**config.mk**
```make
export PLATFORM = sky130hd
export DESIGN_NAME = mask_centroid
export DESIGN_NICKNAME = d
export VERILOG_FILES = /design/src/rtl/mask_stats_pkg.sv /design/src/rtl/serial_divider.sv /design/src/rtl/mask_centroid.sv
export SDC_FILE = /design/constraint.sdc
export NUM_CORES = 1
export LEC_CHECK = 0
export ABC_CLOCK_PERIOD_IN_PS = 4500
export CAP_MARGIN = 20
export CORE_ASPECT_RATIO = 0.5
export CORE_MARGIN = 1.5
export CORE_UTILIZATION = 32
export DETAILED_ROUTE_END_ITERATION = 12
export PLACE_DENSITY = 0.53
export RECOVER_POWER = 50
export SLEW_MARGIN = 40
export SYNTH_ARGS = -nofsm -noshare
export SYNTH_HDL_FRONTEND = slang
export SYNTH_SLANG_ARGS = --single-unit
```
**constraint.sdc**
```tcl
create_clock -name clk -period 4.5 [get_ports clk]
set_clock_uncertainty 0.05 [all_clocks]
set_input_delay 1.125 -clock clk [delete_from_list [all_inputs] [get_ports clk]]
set_output_delay 1.125 -clock clk [all_outputs]
set_load 0.1 [all_outputs]
```
**src/rtl/mask_stats_pkg.sv**
```systemverilog
// Shared constants and types for the mask centroid block.
//   DEF_IMG_W / DEF_IMG_H / DEF_MIN_PIXELS : default frame geometry and
//                                            object-present threshold
//   X_W, Y_W, CNT_W, SUM_W                 : coordinate, count and sum widths
//   state_t                                : result-side FSM encoding
package mask_stats_pkg;

  localparam int DEF_IMG_W      = 160;
  localparam int DEF_IMG_H      = 120;
  localparam int DEF_MIN_PIXELS = 64;

  localparam int X_W   = 8;   // column 0..159
  localparam int Y_W   = 7;   // row 0..119
  localparam int CNT_W = 15;  // up to 19200 mask pixels
  localparam int SUM_W = 22;  // sum of up to 19200 columns (< 2^22)

  typedef enum logic [1:0] {
    IDLE   = 2'd0,  // no frame in progress, no result pending
    ACCUM  = 2'd1,  // frame in progress
    DIVIDE = 2'd2,  // centroid division running on the snapshot
    HOLD   = 2'd3   // result presented, waiting for out_ready
  } state_t;

endpackage

```
**src/rtl/serial_divider.sv**
```systemverilog
// Serial restoring divider, one quotient bit per clock, floor quotient.
// Ports:
//   clk, rst   : clock, asynchronous active-low reset
//   start      : load dividend/divisor (ignored while busy); the first
//                quotient bit is produced on the start edge itself
//   dividend   : N_W-bit numerator, divisor : D_W-bit denominator (non-zero)
//   busy       : iterations in progress
//   done       : one-cycle pulse once all N_W bits are resolved; quotient
//                stays valid until the next start
//   quotient   : low Q_W bits of the floor quotient
module serial_divider
  import mask_stats_pkg::*;
#(
  parameter int N_W = SUM_W,
  parameter int D_W = CNT_W,
  parameter int Q_W = X_W
) (
  input  logic           clk,
  input  logic           rst,
  input  logic           start,
  input  logic [N_W-1:0] dividend,
  input  logic [D_W-1:0] divisor,
  output logic           busy,
  output logic           done,
  output logic [Q_W-1:0] quotient
);

  localparam int S_W = $clog2(N_W);

  logic [D_W-1:0] rem_q, rem_in, rem_nx;
  logic [N_W-1:0] quo_q, quo_in, quo_nx;
  logic [S_W-1:0] step_q;
  logic [D_W:0]   trial;
  logic           fits;
  logic           load;

  assign load = start & ~busy;

  // One restoring step; on a start edge it runs on the fresh operands so
  // that N_W edges in total resolve the quotient.
  always_comb begin
    rem_in = load ? '0 : rem_q;
    quo_in = load ? dividend : quo_q;
    trial  = {rem_in, quo_in[N_W-1]};
    fits   = (trial >= {1'b0, divisor});
    // The remainder is always below the divisor, so D_W bits suffice.
    rem_nx = fits ? (trial[D_W-1:0] - divisor) : trial[D_W-1:0];
    quo_nx = {quo_in[N_W-2:0], fits};
  end

  always_ff @(posedge clk or negedge rst) begin
    if (!rst) begin
      rem_q  <= '0;
      quo_q  <= '0;
      step_q <= '0;
      busy   <= 1'b0;
      done   <= 1'b0;
    end else begin
      done <= 1'b0;
      if (load) begin
        rem_q  <= rem_nx;
        quo_q  <= quo_nx;
        step_q <= S_W'(1);
        busy   <= 1'b1;
      end else if (busy) begin
        rem_q  <= rem_nx;
        quo_q  <= quo_nx;
        step_q <= step_q + S_W'(1);
        if (step_q == S_W'(N_W - 1)) begin
          busy <= 1'b0;
          done <= 1'b1;
        end
      end
    end
  end

  assign quotient = quo_q[Q_W-1:0];

endmodule

```
**src/rtl/mask_centroid.sv**
```systemverilog
// Per-frame statistics of a 1-bit object mask in raster order: pixel count,
// centroid (floor of coordinate sums / count) and bounding box, presented
// once per frame on a valid/ready handshake.
// Build option: define MASK_CENTROID_BBOX_EN to build the min/max trackers;
// without it the four bbox outputs are tied to 0.
// Ports:
//   clk, rst                : pixel clock, asynchronous active-low reset
//   object_image            : mask bit of the current pixel
//   pixel_valid             : object_image valid this cycle (0 = stall)
//   frame_start             : pixel is (0,0) of a new frame (with pixel_valid)
//   out_ready / out_valid   : result handshake
//   obj_found, pix_count    : count >= MIN_PIXELS, mask pixel count
//   cent_x, cent_y          : centroid column / row
//   bbox_xmin..bbox_ymax    : bounding box
//   overrun, frame_error    : sticky drop / mid-frame frame_start flags
//   dbg_state               : current FSM state (state_t encoding)
// Handshake: a result transfers on any edge where out_valid & out_ready are
// both 1; out_valid and all result outputs are stable from rise until that
// edge, and out_valid drops right after it.
module mask_centroid
  import mask_stats_pkg::*;
#(
  parameter int IMG_W      = DEF_IMG_W,
  parameter int IMG_H      = DEF_IMG_H,
  parameter int MIN_PIXELS = DEF_MIN_PIXELS
) (
  input  logic             clk,
  input  logic             rst,
  input  logic             object_image,
  input  logic             pixel_valid,
  input  logic             frame_start,
  input  logic             out_ready,
  output logic             out_valid,
  output logic             obj_found,
  output logic [CNT_W-1:0] pix_count,
  output logic [X_W-1:0]   cent_x,
  output logic [Y_W-1:0]   cent_y,
  output logic [X_W-1:0]   bbox_xmin,
  output logic [X_W-1:0]   bbox_xmax,
  output logic [Y_W-1:0]   bbox_ymin,
  output logic [Y_W-1:0]   bbox_ymax,
  output logic             overrun,
  output logic             frame_error,
  output logic [1:0]       dbg_state
);

  localparam logic [X_W-1:0] X_LAST = X_W'(IMG_W - 1);
  localparam logic [Y_W-1:0] Y_LAST = Y_W'(IMG_H - 1);

  // ---------------------------------------------------------------------
  // Accumulation path: runs regardless of what the result side is doing.
  // ---------------------------------------------------------------------
  logic [X_W-1:0]   x_pos;      // position of the next expected pixel
  logic [Y_W-1:0]   y_pos;
  logic             in_frame;
  logic             frame_done; // registered pulse: last pixel sampled
  logic [CNT_W-1:0] acc_count;
  logic [SUM_W-1:0] acc_sum_x, acc_sum_y;

  logic             take_first, take_next, take_pixel, is_last;
  logic [X_W-1:0]   pix_x;
  logic [Y_W-1:0]   pix_y;
  logic [CNT_W-1:0] cnt_base;
  logic [SUM_W-1:0] sx_base, sy_base;

  assign take_first = pixel_valid & frame_start;
  assign take_next  = pixel_valid & ~frame_start & in_frame;
  assign take_pixel = take_first | take_next;
  assign pix_x      = take_first ? '0 : x_pos;
  assign pix_y      = take_first ? '0 : y_pos;
  assign is_last    = (pix_x == X_LAST) && (pix_y == Y_LAST);
  // A frame_start pixel restarts the totals and is then accumulated itself.
  assign cnt_base   = take_first ? '0 : acc_count;
  assign sx_base    = take_first ? '0 : acc_sum_x;
  assign sy_base    = take_first ? '0 : acc_sum_y;

  always_ff @(posedge clk or negedge rst) begin
    if (!rst) begin
      x_pos       <= '0;
      y_pos       <= '0;
      in_frame    <= 1'b0;
      frame_done  <= 1'b0;
      acc_count   <= '0;
      acc_sum_x   <= '0;
      acc_sum_y   <= '0;
      frame_error <= 1'b0;
    end else begin
      frame_done <= 1'b0;
      if (take_pixel) begin
        acc_count <= cnt_base + CNT_W'(object_image);
        acc_sum_x <= sx_base + (object_image ? SUM_W'(pix_x) : '0);
        acc_sum_y <= sy_base + (object_image ? SUM_W'(pix_y) : '0);
        if (take_first && in_frame) frame_error <= 1'b1;
        if (is_last) begin
          // Disarm: further pixels are ignored until the next frame_start.
          in_frame   <= 1'b0;
          frame_done <= 1'b1;
        end else begin
          in_frame <= 1'b1;
          if (pix_x == X_LAST) begin
            x_pos <= '0;
            y_pos <= pix_y + Y_W'(1);
          end else begin
            x_pos <= pix_x + X_W'(1);
            y_pos <= pix_y;
          end
        end
      end
    end
  end

  // ---------------------------------------------------------------------
  // Result side FSM
  // ---------------------------------------------------------------------
  state_t           state, state_nx;
  logic             snap_en, load, div_start;
  logic             snap_skip;
  logic [CNT_W-1:0] snap_count;
  logic [SUM_W-1:0] snap_sum_x, snap_sum_y, div_dividend;
  logic             div_go;   // X division has been launched
  logic             div_sel;  // 0: X division in flight, 1: Y division
  logic             div_busy, div_done;
  logic [X_W-1:0]   div_quo, quo_x;

  always_comb begin
    state_nx     = state;
    snap_en      = 1'b0;
    load         = 1'b0;
    div_start    = 1'b0;
    div_dividend = snap_sum_x;
    case (state)
      IDLE, ACCUM: begin
        if (frame_done) begin
          snap_en  = 1'b1;
          state_nx = DIVIDE;
        end else begin
          state_nx = in_frame ? ACCUM : IDLE;
        end
      end
      DIVIDE: begin
        if (snap_skip) begin
          load     = 1'b1;
          state_nx = HOLD;
        end else if (!div_go && !div_busy) begin
          div_start = 1'b1;
        end else if (div_done && !div_sel) begin
          div_start    = 1'b1;
          div_dividend = snap_sum_y;
        end else if (div_done && div_sel) begin
          load     = 1'b1;
          state_nx = HOLD;
        end
      end
      HOLD: begin
        if (out_ready) state_nx = in_frame ? ACCUM : IDLE;
      end
      default: state_nx = IDLE;
    endcase
  end

  always_ff @(posedge clk or negedge rst) begin
    if (!rst) begin
      state      <= IDLE;
      snap_skip  <= 1'b0;
      snap_count <= '0;
      snap_sum_x <= '0;
      snap_sum_y <= '0;
      div_go     <= 1'b0;
      div_sel    <= 1'b0;
      quo_x      <= '0;
      obj_found  <= 1'b0;
      pix_count  <= '0;
      cent_x     <= '0;
      cent_y     <= '0;
      overrun    <= 1'b0;
    end else begin
      state <= state_nx;
      // A frame finishing while a result is still being produced or held
      // is dropped; the pending result is left untouched.
      if (frame_done && (state == DIVIDE || state == HOLD)) overrun <= 1'b1;
      if (snap_en) begin
        snap_count <= acc_count;
        snap_sum_x <= acc_sum_x;
        snap_sum_y <= acc_sum_y;
        snap_skip  <= (acc_count == '0) || (acc_count < CNT_W'(MIN_PIXELS));
        div_go     <= 1'b0;
        div_sel    <= 1'b0;
      end
      if (div_start) begin
        div_go <= 1'b1;
        if (div_go) div_sel <= 1'b1;
      end
      if (div_done && !div_sel) quo_x <= div_quo;
      if (load) begin
        obj_found <= ~snap_skip;
        pix_count <= snap_count;
        cent_x    <= snap_skip ? '0 : quo_x;
        cent_y    <= snap_skip ? '0 : div_quo[Y_W-1:0];
      end
    end
  end

  serial_divider #(
    .N_W (SUM_W),
    .D_W (CNT_W),
    .Q_W (X_W)
  ) u_div (
    .clk      (clk),
    .rst      (rst),
    .start    (div_start),
    .dividend (div_dividend),
    .divisor  (snap_count),
    .busy     (div_busy),
    .done     (div_done),
    .quotient (div_quo)
  );

  assign out_valid = (state == HOLD);
  assign dbg_state = state;

  // ---------------------------------------------------------------------
  // Bounding box trackers
  // ---------------------------------------------------------------------
`ifdef MASK_CENTROID_BBOX_EN
  logic [X_W-1:0] acc_xmin, acc_xmax, snap_xmin, snap_xmax, xmin_base, xmax_base;
  logic [Y_W-1:0] acc_ymin, acc_ymax, snap_ymin, snap_ymax, ymin_base, ymax_base;

  assign xmin_base = take_first ? '1 : acc_xmin;
  assign xmax_base = take_first ? '0 : acc_xmax;
  assign ymin_base = take_first ? '1 : acc_ymin;
  assign ymax_base = take_first ? '0 : acc_ymax;

  always_ff @(posedge clk or negedge rst) begin
    if (!rst) begin
      acc_xmin  <= '1;
      acc_xmax  <= '0;
      acc_ymin  <= '1;
      acc_ymax  <= '0;
      snap_xmin <= '0;
      snap_xmax <= '0;
      snap_ymin <= '0;
      snap_ymax <= '0;
      bbox_xmin <= '0;
      bbox_xmax <= '0;
      bbox_ymin <= '0;
      bbox_ymax <= '0;
    end else begin
      if (take_pixel) begin
        acc_xmin <= (object_image && pix_x < xmin_base) ? pix_x : xmin_base;
        acc_xmax <= (object_image && pix_x > xmax_base) ? pix_x : xmax_base;
        acc_ymin <= (object_image && pix_y < ymin_base) ? pix_y : ymin_base;
        acc_ymax <= (object_image && pix_y > ymax_base) ? pix_y : ymax_base;
      end
      if (snap_en) begin
        snap_xmin <= acc_xmin;
        snap_xmax <= acc_xmax;
        snap_ymin <= acc_ymin;
        snap_ymax <= acc_ymax;
      end
      if (load) begin
        bbox_xmin <= snap_skip ? '0 : snap_xmin;
        bbox_xmax <= snap_skip ? '0 : snap_xmax;
        bbox_ymin <= snap_skip ? '0 : snap_ymin;
        bbox_ymax <= snap_skip ? '0 : snap_ymax;
      end
    end
  end
`else
  assign bbox_xmin = '0;
  assign bbox_xmax = '0;
  assign bbox_ymin = '0;
  assign bbox_ymax = '0;
`endif

endmodule

```
* Word-level counts from Yosys, hierarchy flattened
Index checks and enable logic that the tools add are counted.
** Operators by class
- Add/subtract/negate cells :: 7
- Magnitude comparators :: 2
- Equal/unequal tests :: 10
- Multiplexer cells :: 57
- Bitwise operators :: 9
- Reductions and logical operators :: 19
** Operators by type and width (count)
- 2-to-1 mux 22 bit :: 9
- 2-to-1 mux 15 bit :: 5
- 2-to-1 mux 8 bit :: 4
- 2-to-1 mux 7 bit :: 4
- 2-to-1 mux 1 bit :: 26
- adder 22 x 7 -> 22 bit :: 1
- adder 22 x 8 -> 22 bit :: 1
- >= comparator 16 x 15 -> 1 bit :: 1
- adder 15 x 1 -> 15 bit :: 1
- logical NOT 15 bit :: 1
- < comparator 15 x 7 -> 1 bit, second input constant :: 1
- subtractor 15 bit :: 1
- 2-to-1 mux 2 bit :: 6
- 2-to-1 mux 5 bit :: 2
- inequality test 3 bit, second input constant :: 3
- adder 8 x 1 -> 8 bit, second input constant :: 1
- == test 8 bit, second input constant :: 1
- adder 7 x 1 -> 7 bit, second input constant :: 1
- == test 7 bit, second input constant :: 1
- logical AND 1 bit :: 6
- one-hot mux 2 bit (3 select lines) :: 1
- adder 5 x 1 -> 5 bit, second input constant :: 1
- == test 5 bit, second input constant :: 1
- AND 1 bit :: 4
- 12 further kinds :: 21
** Storage, ports and cells
- Flip-flop bits (word level) :: 225
- Output and inout port bits :: 66
- Logic and storage cells :: 130

* Longest topological paths before layout
- Depth after elaboration :: 12
- Gate-level depth with buffers :: 16

* Modules after synthesis
From an unflattened synthesis, not the netlist that was laid out.
** Second synthesis, totals
- Cell total of the unflattened synthesis :: 1187
- Area total of the unflattened synthesis :: 12124.1 um^2
** Modules (own cells, without submodules)
- mask_centroid :: instances 1, cells each 827, area each 9002.4 um^2, sequential area each 4529.3 um^2
- serial_divider :: instances 1, cells each 360, area each 3121.7 um^2, sequential area each 1101.1 um^2

* Least setup slack after synthesis
Ideal clock, no wire load.
- Path type :: register to register
- From :: register state[1], in the netlist dbg_state[1]
- To :: register u_div.rem_q[11]
- Setup time :: 0.126 ns
- Arrival :: 4.144 ns
- Slack :: 0.180 ns
- Stages on the path, launching flop included :: 16
- Path buffers :: 1
- Clock period less this slack :: 4.320 ns
- Path through :: dfrtp_1 or3b_4 nor3_1 nand2_1 a21oi_1 a21oi_1 ha_1 fa_1 nor2b_1 o21ai_0 o22a_2 o21ai_2 o21ai_2 and3_1 buf_2 a221o_1
** On the way
- Cells in the longest elaborated chain, start to end :: 8
- Elaborated cells between the ends (all ways) :: 12
- Those cells by class :: add/sub: 1; order compare: 1; eq/ne: 1; mux: 7; bitwise: 1; reduce/logical: 1
** Ends and longest elaborated chain
- from (decl) :: RTL line mask_centroid.sv:115 : state_t state, state_nx;
- from (signal assigned) :: RTL line mask_centroid.sv:177 : state <= state_nx;
- == test 2 bit (*) :: RTL line mask_centroid.sv:131 : case (state)
- 2-to-1 mux 1 bit :: RTL line mask_centroid.sv:131
- AND 1 bit :: RTL line serial_divider.sv:37 : assign load = start & ~busy;
- 2-to-1 mux 22 bit or 2-to-1 mux 15 bit (tied branches) :: RTL line serial_divider.sv:43, serial_divider.sv:42
- subtractor 15 bit or >= comparator 16 x 15 -> 1 bit (tied branches) :: RTL line serial_divider.sv:47, serial_divider.sv:45
- 2-to-1 mux 15 bit :: RTL line serial_divider.sv:47 : rem_nx = fits ? (trial[D_W-1:0] - divisor) : trial[D_W-1:0];
- 2-to-1 mux 15 bit :: RTL line serial_divider.sv:65 : end else if (busy) begin
- 2-to-1 mux 15 bit :: RTL line serial_divider.sv:60 : if (load) begin
- to (signal assigned) :: RTL line serial_divider.sv:61 : rem_q <= rem_nx;
- to (signal assigned) :: RTL line serial_divider.sv:66 : rem_q <= rem_nx;
- to (decl) :: RTL line serial_divider.sv:30 : logic [D_W-1:0] rem_q, rem_in, rem_nx;
Mark *: on every way between the ends. The rest lies on a longest branch, timed or not. The select of a mux whose other input is x is not followed.
A chain may end at the register's enable or synchronous reset.

* Worst setup path in the final report
- From :: register state[0], in the netlist dbg_state[0]
- To :: register u_div.rem_q[14]
The elaborated chain is that of the path after synthesis.

==> flow_metrics.env <==
export IMPL_arrival_ns=4.44
export IMPL_worst_slack_ns=0.407
export IMPL_violations="max-capacitance violations, max-slew violations"
export IMPL_via_count=8783
export IMPL_drt_first_pass_iters=5
export IMPL_viasPerCell=5.10
export IMPL_synth_area_leader_cell="dfrtp_1"
export IMPL_cts_repair_resized=0
export IMPL_ys_ff_latch=225
export IMPL_die_h_um=138
export IMPL_pre_cts_ws_ns=0.0996
export IMPL_relSlewSlack_pct=-43.8
export IMPL_num_rows=49
export IMPL_netlist_instances=1175
export IMPL_ir_worst_vdd_uv=243
export IMPL_drv_slew=71
export IMPL_gr_usage_all_layers_pct=15.6
export IMPL_endpoint_kind="flop"
export IMPL_worstMarginPinSlew_ns=2.16
export IMPL_numPortBuffers=41
export IMPL_powerDensity_nw_per_um2=473
export IMPL_die_x_um=272
export IMPL_gp_congestion=0.815
export IMPL_rsz0062_at_grt="no"
export IMPL_clk_pin_slew_worst_paths_ns=0.06
export IMPL_layout_min_cycle_time_ns=4.09
export IMPL_wl_per_cell_um=16.5
export IMPL_timing_hold_violations_final=0
export IMPL_grt_pass1_wl_mm=47.3
export IMPL_power_leakage_nw=6.11
export IMPL_io_pins=72
export IMPL_drc=0
export IMPL_antenna_found_initial=0
export IMPL_hpwl_mm=20.1
export IMPL_required_ns=4.85
export IMPL_routed_wl_mm=28.5
export IMPL_synth_distinct_cells=72
export IMPL_nets=1265
export IMPL_finalSetupViolCount=0
export IMPL_maxCapViolCount=2
export IMPL_placed_cells=1678
export IMPL_cts_sinks=225
export IMPL_fin_crit_sh_pct=91.0
export IMPL_dpl_cell_area_um2=12400
export IMPL_overflow=0
export IMPL_synthTopCellsByArea="dfrtp_1 48%, mux2_2 5.6%, nand2_1 5.6%"
export IMPL_clk_insertion_delay_late_ns=0.53
export IMPL_fmax_ghz=0.244
export IMPL_area_growth_pct=13.4
export IMPL_synth_main_ff_cell="dfrtp_1"
export IMPL_synthTopCellsByCount="225 x dfrtp_1, 174 x nand2_1, 67 x nor2_1, 64 x a21oi_1, 58 x mux2_2"
export IMPL_start_kind="flop"
export IMPL_post_cts_buffers=0
export IMPL_layout_drive_gt1_share_pct=15.3
export IMPL_tritoncts="yes"
export IMPL_synthArstFlopShare_pct=100
export IMPL_cts_max_path_buffers=3
export IMPL_cp_max_fo=11
export IMPL_synth_most_common_cell="dfrtp_1"
export IMPL_diodes=0
export IMPL_hold_class="reg2reg"
export IMPL_coreArea_um2=35800
export IMPL_dieArea_um2=37500
export IMPL_setup_tns_ns=0
export IMPL_ant_nets=0
export IMPL_synth_avg_cell_area_um2=9.88
export IMPL_h_tree_depth=1
export IMPL_start_util_pct=32.4
export IMPL_stdcell_count=1723
export IMPL_grt_start_max_net_pins=103
export IMPL_ys_warn_count=0
export IMPL_grt_pass1_vias=8665
export IMPL_worstSetupPathType="reg2reg"
export IMPL_ys_seq_area_share_pct=48.5
export IMPL_status="finished with violations"
export IMPL_fin_area_um2=13200
export IMPL_synth_enable_flop_cells=0
export IMPL_numCtsBuffers=24
export IMPL_drt_iter0_markers=420
export IMPL_synth_area_um2=11600
export IMPL_cts_root_buf="clkbuf_16"
export IMPL_synth_top_area_share_pct=48.5
export IMPL_cts_hold_buf=0
==> metrics by stage <==
| step | hold WS, ns | power, mW | utilization [%] |
|---|---|---|---|
| final | 0.399 | 6.23 | 36.8 |
| after global routing | 0.423 | 6.60 | 36.8 |
| after CTS | 0.404 | 6.28 | 36.8 |
| after detailed placement | 0.390 | 4.31 | 34.7 |
| after global placement | 0.392 | 4.26 | 35.2 |
| after floorplan | 0.391 | 3.87 | - |
==> path summary, 6_finish.rpt <==
path	from	end	slack, ns	cells past startpoint
worst max register to register	dbg_state[0]	u_div.rem_q[14]	0.41	13
worst min register to register	overrun	overrun	0.40	1
worst min-delay path	overrun	overrun	0.40	1
worst max-delay path	dbg_state[0]	u_div.rem_q[14]	0.41	13
max in group asynchronous	rst	u_div.quo_q[10]	1.04	2
min in group asynchronous	rst	pix_count[11]	1.19	1
==> power by group <==
group / total (mW) / leakage, nW / switching [mW] / internal [mW]
registers: 2.51 / 2.98 / 0.229 / 2.28
logic: 1.78 / 2.75 / 1.07 / 0.717
clock network: 1.93 / 0.381 / 0.841 / 1.09
==> cells by family after synthesis <==
| logic type | after synthesis | synth area share (%) |
|---|---|---|
| buf+inv | 120 | 4.94 |
| fa+ha+maj | 38 | 4.29 |
| other cells | 1 | 0.0323 |
| mux | 62 | 5.97 |
| simple gates | 434 | 18.2 |
| flops | 225 | 48.5 |
| xor+xnor | 53 | 4.00 |
| compound gates | 242 | 14.1 |
==> registers in the layout (all words and copies together), names as in the netlist, 2 cells and up <==
signal,count
acc_count,15
u_div.rem_q,15
u_div.step_q,5
pix_count,15
snap_sum_y,22
cent_x,8
u_div.quo_q,22
y_pos,7
snap_sum_x,22
snap_count,15
dbg_state,2
quo_x,8
acc_sum_y,22
acc_sum_x,22
x_pos,8
cent_y,7
==> layer usage <==
metal  up-vias  track usage [%]  routed length [µm]
li1       4178                -                   -
met1      4428             22.1               14100
met2       138             25.1               12800
met3        39             1.97                 997
met4         0             3.70                 593
met5         -                0                   0
==> area by class of cell <==
type	instances	area [µm²]
Multi-Input combinational cell	859	5530
Fill cell	3603	22600
Clock buffer	36	706
Clock inverter	8	58.8
Timing Repair Buffer	80	519
Inverter	31	116
Tap cell	484	606
Sequential cell	225	5630
==> cell usage in the layout, fill, tap and decap left out, types with 4 or more instances in the layout <==
| cell type | n |
|---|---|
| nand3_1 | 22 |
| nand4_1 | 17 |
| mux2_2 | 58 |
| nor3_1 | 21 |
| nand2b_1 | 5 |
| buf_2 | 36 |
| a21o_1 | 14 |
| o31ai_1 | 7 |
| conb_1 | 30 |
| o22ai_1 | 19 |
| dfrtp_1 | 225 |
| clkbuf_8 | 6 |
| inv_1 | 31 |
| o211ai_1 | 5 |
| clkbuf_1 | 11 |
| a22o_1 | 16 |
| and4_1 | 5 |
| a221o_1 | 12 |
| nand3b_1 | 6 |
| mux2i_1 | 4 |
| ha_1 | 35 |
| a31oi_1 | 21 |
| xnor2_1 | 32 |
| buf_4 | 32 |
| o21ai_0 | 48 |
| a21oi_1 | 64 |
| and2_1 | 43 |
| clkbuf_16 | 24 |
| clkdlybuf4s50_1 | 4 |
| nor4_1 | 5 |
| and3_1 | 29 |
| or2_2 | 6 |
| xor2_1 | 21 |
| or3_1 | 11 |
| o21bai_1 | 4 |
| nor2_1 | 66 |
| nand2_1 | 174 |
| nor2b_1 | 6 |
| clkinv_2 | 5 |
==> critical path, stage by stage, from the launching register on <==
cell      delay (ns)
dfrtp_1         0.47
nor3b_2         0.36
o211ai_2        0.38
a21oi_1         0.22
a21oi_1         0.09
ha_1            0.25
fa_1            0.41
nor2b_1         0.15
o21ai_0         0.13
o22a_2          0.27
o21ai_2         0.24
o21ai_2         0.19
and3_1          0.35
a221o_1         0.40
Power figures use the tool's default switching activity.
